$ cat src/rtl/wb_sdram_arb.sv
// -----------------------------------------------------------------------------
// wb_sdram_arb
//
// Two-master Wishbone arbiter sitting in front of the SDRAM controller's single
// Wishbone slave port.
//
// Behaviour summary:
//   - No grant is issued until the SDRAM controller reports init complete.
//   - Masters are granted round-robin; the grant stays locked for the whole
//     bus cycle (while the granted master holds cyc), covering incrementing
//     bursts and strobe gaps.
//   - A watchdog counts strobe cycles without acknowledge; when it expires the
//     granted master receives a one-cycle error pulse and the arbiter parks in
//     ABORT until that master drops cyc.
//
// Parameters:
//   dw       Wishbone data width (sel width is dw/8)
//   TIMEOUT  strobe cycles without ack before abort, 1..255
//
// Ports:
//   sys_clk, RESETN         clock (rising edge) and asynchronous active-low reset
//   sdr_init_done           SDRAM initialization complete
//   m0_* / m1_*             Wishbone master ports (cyc/stb/we/addr/dat/sel/cti in,
//                           ack/err/dat out)
//   s_*                     Wishbone master port towards the SDRAM controller
// -----------------------------------------------------------------------------
module wb_sdram_arb #(
    parameter int dw      = 32,
    parameter int TIMEOUT = 255
) (
    input  logic              sys_clk,
    input  logic              RESETN,
    input  logic              sdr_init_done,

    input  logic              m0_cyc_i,
    input  logic              m0_stb_i,
    input  logic              m0_we_i,
    input  logic [25:0]       m0_addr_i,
    input  logic [dw-1:0]     m0_dat_i,
    input  logic [dw/8-1:0]   m0_sel_i,
    input  logic [2:0]        m0_cti_i,
    output logic              m0_ack_o,
    output logic              m0_err_o,
    output logic [dw-1:0]     m0_dat_o,

    input  logic              m1_cyc_i,
    input  logic              m1_stb_i,
    input  logic              m1_we_i,
    input  logic [25:0]       m1_addr_i,
    input  logic [dw-1:0]     m1_dat_i,
    input  logic [dw/8-1:0]   m1_sel_i,
    input  logic [2:0]        m1_cti_i,
    output logic              m1_ack_o,
    output logic              m1_err_o,
    output logic [dw-1:0]     m1_dat_o,

    output logic              s_cyc_o,
    output logic              s_stb_o,
    output logic              s_we_o,
    output logic [25:0]       s_addr_o,
    output logic [dw-1:0]     s_dat_o,
    output logic [dw/8-1:0]   s_sel_o,
    output logic [2:0]        s_cti_o,
    input  logic              s_ack_i,
    input  logic [dw-1:0]     s_dat_i
);

    typedef enum logic [1:0] {
        IDLE   = 2'd0,
        GRANT0 = 2'd1,
        GRANT1 = 2'd2,
        ABORT  = 2'd3
    } state_t;

    localparam logic [7:0] TO_LAST = 8'(TIMEOUT - 1);

    state_t      r_state;
    state_t      w_next;
    logic        r_last;      // 1: m1 was granted most recently
    logic [7:0]  r_cnt;       // strobe-without-ack counter
    logic        r_abort_m;   // which master was aborted
    logic        r_err_pend;  // high during the first ABORT cycle only

    logic        w_req0;
    logic        w_req1;
    logic        w_granted;
    logic        w_stb;
    logic        w_timeout;
    logic        w_abort_cyc;

    assign w_req0    = m0_cyc_i & m0_stb_i;
    assign w_req1    = m1_cyc_i & m1_stb_i;
    assign w_granted = (r_state == GRANT0) || (r_state == GRANT1);

    // Strobe as seen by the slave; computed here so the watchdog does not
    // depend on the output process.
    assign w_stb = (r_state == GRANT0) ? m0_stb_i :
                   (r_state == GRANT1) ? m1_stb_i : 1'b0;

    // Expiry is detected one count early so the FSM lands in ABORT exactly
    // TIMEOUT cycles after the first unacknowledged strobe.
    assign w_timeout = w_stb & ~s_ack_i & (r_cnt == TO_LAST);

    assign w_abort_cyc = r_abort_m ? m1_cyc_i : m0_cyc_i;

    // State register
    always_ff @(posedge sys_clk or negedge RESETN) begin
        if (!RESETN) begin
            r_state <= IDLE;
        end else begin
            r_state <= w_next;
        end
    end

    // Next-state logic
    always_comb begin
        w_next = r_state;
        case (r_state)
            IDLE: begin
                if (sdr_init_done) begin
                    if (w_req0 && w_req1) begin
                        w_next = r_last ? GRANT0 : GRANT1;
                    end else if (w_req0) begin
                        w_next = GRANT0;
                    end else if (w_req1) begin
                        w_next = GRANT1;
                    end
                end
            end
            GRANT0: begin
                // A dropped cyc ends the cycle even if the watchdog fires
                // on the same edge.
                if (!m0_cyc_i) begin
                    w_next = IDLE;
                end else if (w_timeout) begin
                    w_next = ABORT;
                end
            end
            GRANT1: begin
                if (!m1_cyc_i) begin
                    w_next = IDLE;
                end else if (w_timeout) begin
                    w_next = ABORT;
                end
            end
            ABORT: begin
                if (!w_abort_cyc) begin
                    w_next = IDLE;
                end
            end
            default: w_next = IDLE;
        endcase
    end

    // Round-robin history, watchdog counter and abort bookkeeping
    always_ff @(posedge sys_clk or negedge RESETN) begin
        if (!RESETN) begin
            r_last     <= 1'b1;
            r_cnt      <= 8'd0;
            r_abort_m  <= 1'b0;
            r_err_pend <= 1'b0;
        end else begin
            if (r_state == IDLE && w_next == GRANT0) begin
                r_last <= 1'b0;
            end else if (r_state == IDLE && w_next == GRANT1) begin
                r_last <= 1'b1;
            end

            // Counter only runs while a strobe waits for ack; any ack, any
            // strobe gap and any non-granted state clear it.
            if (w_granted && w_stb && !s_ack_i) begin
                r_cnt <= r_cnt + 8'd1;
            end else begin
                r_cnt <= 8'd0;
            end

            if (r_state == GRANT0 && w_next == ABORT) begin
                r_abort_m <= 1'b0;
            end else if (r_state == GRANT1 && w_next == ABORT) begin
                r_abort_m <= 1'b1;
            end

            r_err_pend <= (w_next == ABORT) && (r_state != ABORT);
        end
    end

    // Output routing; everything defaults to zero so idle/abort states and
    // the non-granted master see a quiet bus.
    always_comb begin
        s_cyc_o  = 1'b0;
        s_stb_o  = 1'b0;
        s_we_o   = 1'b0;
        s_addr_o = '0;
        s_dat_o  = '0;
        s_sel_o  = '0;
        s_cti_o  = '0;
        m0_ack_o = 1'b0;
        m0_err_o = 1'b0;
        m0_dat_o = '0;
        m1_ack_o = 1'b0;
        m1_err_o = 1'b0;
        m1_dat_o = '0;
        case (r_state)
            GRANT0: begin
                s_cyc_o  = m0_cyc_i;
                s_stb_o  = w_stb;
                s_we_o   = m0_we_i;
                s_addr_o = m0_addr_i;
                s_dat_o  = m0_dat_i;
                s_sel_o  = m0_sel_i;
                s_cti_o  = m0_cti_i;
                m0_ack_o = s_ack_i;
                m0_dat_o = s_dat_i;
            end
            GRANT1: begin
                s_cyc_o  = m1_cyc_i;
                s_stb_o  = w_stb;
                s_we_o   = m1_we_i;
                s_addr_o = m1_addr_i;
                s_dat_o  = m1_dat_i;
                s_sel_o  = m1_sel_i;
                s_cti_o  = m1_cti_i;
                m1_ack_o = s_ack_i;
                m1_dat_o = s_dat_i;
            end
            ABORT: begin
                m0_err_o = r_err_pend & ~r_abort_m;
                m1_err_o = r_err_pend &  r_abort_m;
            end
            default: ;
        endcase
    end

endmodule

$ cat config.mk
export PLATFORM = sky130hd
export DESIGN_NAME = wb_sdram_arb
export DESIGN_NICKNAME = d
export VERILOG_FILES = /design/src/rtl/wb_sdram_arb.sv
export SDC_FILE = /design/constraint.sdc
export NUM_CORES = 1
export LEC_CHECK = 0
export BUFFER_PORTS_ARGS = -buffer_cell sky130_fd_sc_hd__buf_2
export CORE_AREA = 8 8 112 114
export DETAILED_ROUTE_END_ITERATION = 16
export DIE_AREA = 0 0 120 122
export PLACE_DENSITY = 0.6
export SLEW_MARGIN = 25
export SYNTH_ARGS = -nofsm -noshare
export SYNTH_HDL_FRONTEND = slang
export SYNTH_SLANG_ARGS = --single-unit
$ cat constraint.sdc
create_clock -name sys_clk -period 3 [get_ports sys_clk]
set_input_delay 0.6 -clock sys_clk [delete_from_list [all_inputs] [get_ports sys_clk]]
set_output_delay 0.6 -clock sys_clk [all_outputs]
set_load 0.005 [all_outputs]
# Word-level counts from Yosys, hierarchy flattened
# Index checks and enable logic that the tools add are counted.
# classes
n_mux	31
addsub	1
n_bitwise	8
n_reduce_logical	14
n_eq_ne	8
# ops
cell	n
32-bit two-way mux	2
32-bit case mux with 2 select lines	1
26-bit case mux with 2 select lines	1
2-bit two-way mux	9
1-bit two-way mux	12
8-bit by 1-bit adder with 8-bit output (second input constant)	1
2-bit == test (second input constant)	4
8-bit == test (second input constant)	1
1-bit logical AND	8
8-bit two-way mux	1
2-bit case mux with 4 select lines	1
4-bit case mux with 2 select lines	1
1-bit AND	6
3-bit case mux with 2 select lines	1
2-bit by 1-bit == test with 1-bit output (second input constant)	2
1-bit case mux with 2 select lines	2
2-bit nonzero test	2
2-bit logical NOT	1
2-bit != test (second input constant)	1
1-bit NOT	2
2-bit OR reduction	1
1-bit logical NOT	1
1-bit logical OR	1
# totals
in_bits	172
output_inout_bits	136
register_bits	13

# Logic depth before layout (Yosys ltp)
# logic_depth
word_depth	12
mapped_depth	8
mapped_depth_nobuf	7

# Worst setup path after synthesis
# Ideal clock, no wire load.
# synth_timing
path_type	flip-flop to output port
from	register r_state[1]
to	output port s_dat_o[13]
path_slack_ns	0.967
required_ns	2.400
t_arrival_ns	1.433
path_stages_with_launch	7
path_cell_list	dfrtp_1 inv_1 ha_1 buf_2 clkbuf_1 a22oi_1 nor2b_1
# synth_via
elab_chain_cells	2
elab_cells_between_ends	3
cone_classes	eq/ne (2); mux (1)
# synth_lines
element	line	rtl
from (decl)	77	state_t r_state;
from (signal assigned)	111	r_state <= w_next;
2-bit == test / 2-bit by 1-bit == test with 1-bit output (equally long branches)	203	case (r_state)
32-bit case mux with 2 select lines (*)	203	
to (decl)	61	output logic [dw-1:0] s_dat_o,
# Every way passes the cells marked *; elsewhere a longest branch is shown, timed or not.

# Worst setup path in the final report
# layout_timing
from	register r_state[1]
to	output port s_dat_o[5]
# Same word-level chain as after synthesis.

==> impl_metrics.ini <==
[run_status]
status = finished, final reports clean

[finish]
postLayoutCoreUtil = 0.370
final_nets = 777
antenna_cells = 0
areaGrowthSynthToFinish_pct = 76.2
filler_cell_count = 1134
stdcell_area_um2 = 3960
layout-drive-gt1-share = 0.545

[logic_synthesis]
yosysTopAreaCell = a22oi_1
ys_seq_area_frac = 0.145
async_flop_share = 1.00
synth_edf_count = 0
yosys_warnings = 0
syn_avg_cell_area_um2 = 7.23
ys_ff_latch = 13
syn_inst = 311
netlist_area_um2 = 2250
synth_common_cells = 68 x nor2b_1, 67 x and2_1, 66 x a22oi_1, 19 x clkbuf_1, 13 x nor2_1
synth_top_area_frac = 0.220
synth_ff_type = dfrtp_1
yosysMostFrequentCell = nor2b_1
synth_cell_types = 33
yosys-top-cells-area = a22oi_1 22%, nor2b_1 19%, and2_1 19%
synth_fp_nets = 489

[clock_network]
clk_path_buf_depth = 2
htreeDepth = 1
cts_tree = done
clk_latency_ns = 0.24
cts_made_buffers = 3
path_clk_slew_ns = 0.06
postCtsSetupRepairBufs = 0
cts.sinks = 13
cts-resized-gates = 0
cts_hold_buf = 0
cts_root_buf = clkbuf_8

[timing]
setup_viol = 0
skew_ns = 0.00195
worstMarginPinSlew_ns = 0.383
period_needed_ns = 2.61
period_share = 0.871
hold_violations = 0
fmax_mhz = 383
setup_tns_ns = 0
rsz0062_at_grt = false
slew_viol_final = 0
holdWs_ns = 0.246
slew_headroom = 0.745

[pwr]
irDropWorstVdd_mv = 0.385
p_sw_frac = 0.481
internal-power_mw = 1.28
p_seq_frac = 0.095
power_density_nw_per_um2 = 625
power_frac_comb = 0.841
p_clk_frac = 0.064
leakagePower_nw = 2.21
power_mw = 2.47
switching_power_mw = 1.19

[worst_setup_path]
cp.arrival_ns = 2.01
critPathMaxFanout = 50
critPathCaptureType = output port
worstPathCellList = inv_1 > ha_2 > buf_12 > a22oi_1 > nor2b_1 > buf_2
crit_family = buffers and inverters
cpMaxStageDelayCell = dfrtp_1
cpPeakStageDelay_ns = 0.44
required_ns = 2.40
critPathBufInv = 3
start_kind = register
setup.worst_path.class = register to output port

[floorplanning]
die_w_um = 120
die_h_um = 122
num_rows = 38
io-pin-count = 308
dieArea_um2 = 14600
core_area_um2 = 10700
start_util = 0.210

[global_routing]
grt_pass1_vias = 3317
met2_usage = 0.298
grt_remaining_overflow = 0
grt_max_degree = 56
globalRouteMet1Util = 0.191
antenna_found_initial = 0
grt_usage = 0.162
use_met3 = 0.0347
top_usage_layer = met2
grt_first_pass_wirelength_mm = 19.3

[drt]
drtIter0Drc = 298
first_pass_iters = 5
wl_mm = 13.5
final_antenna_net_count = 0
drc = 0
via_count = 3467
viasPerCell = 4.70
routedWlPerCell_um = 18.3

[place]
gp_congestion = 0.902
place_area_um2 = 3910
io_buffers = 307
place_hpwl_mm = 11.5

[job]
max_cap_violations = 0

[min_path]
min_path_type = primary input to asynchronous set/reset pin
==> registers in the layout, summed over array words and instances (netlist names) <==
name / cells
r_state: 2
r_abort_m: 1
r_err_pend: 1
r_cnt: 8
r_last: 1
==> layout by cell type (no fill, tap or decap) <==
cell and count:
dfstp_2 1, ha_2 2, o21a_1 2, a21oi_2 1, a211oi_2 1, buf_12 2
a21oi_1 2, and2_1 67, clkinv_2 1, and3b_1 1, a21o_1 1, clkbuf_8 3
xnor2_1 2, and3_1 1, nand3_1 3, o21ai_0 4, nand4_4 1, buf_4 4
o311a_1 1, inv_1 3, buf_2 307, a22o_2 1, nor2b_1 68, and2_4 1
dfrtp_1 12, a22oi_1 66, nor2_1 13, nand3b_1 2, nand4b_1 1, ha_1 4
nand2_1 10, nor4_4 1, nand4_1 2, a311o_1 1, xor2_1 4, nand2b_1 2
==> stage by stage <==
step	setup slack, ns	std cells
finish	0.386	738
global route	0.279	738
CTS	0.441	738
detailed placement	0.711	734
global placement	0.763	734
floorplan	0.967	311
==> power by group through the flow <==
stage               sequential (mW)  clock [mW]  combinational (mW)
finish                        0.236       0.158                2.08
global placement              0.236           0                2.06
global route                  0.240       0.170                2.29
CTS                           0.235       0.164                2.11
detailed placement            0.238           0                2.10
floorplan                     0.229           0                1.26
==> area by class of cell <==
type                       count  area, um2  share of cell area
inverter                       3       11.3             0.00284
timing repair buffer         313       1610               0.406
clock buffer                   3       41.3              0.0104
tap                          140        175              0.0442
multi-input combinational    265       1790               0.453
sequential                    13        327              0.0825
clock inverter                 1       5.00             0.00126
==> final timing paths <==
| check | from | to | slack, ns | cells after the start |
|---|---|---|---|---|
| max in group asynchronous | RESETN | r_last | 2.47 | 1 |
| min | RESETN | r_state[1] | 0.25 | 1 |
| min in group sys_clk | r_last | r_last | 0.53 | 2 |
| max | r_state[1] | s_dat_o[5] | 0.39 | 6 |
| min reg2reg | r_last | r_last | 0.53 | 2 |
| max reg2reg | r_state[1] | r_abort_m | 0.76 | 7 |
==> per-layer routing <==
metal	vias to the layer above	wire (um)
li1	1651	-
met1	1609	5140
met2	197	7090
met3	10	1110
met4	0	159
met5	-	0
==> cell families (layout without fill, tap and decap cells) <==
group                    count (synthesis)  count (layout)  synth area share
flip-flops                              13              13             0.145
AND/OR/NAND/NOR                        173             173             0.472
adder cells (fa/ha/maj)                  6               6            0.0334
buffers and inverters                   33             320            0.0590
AO/OA/AOI/OAI                           80              80             0.267
XOR/XNOR                                 6               6            0.0234
No activity file was read; power rests on OpenSTA's default activity.
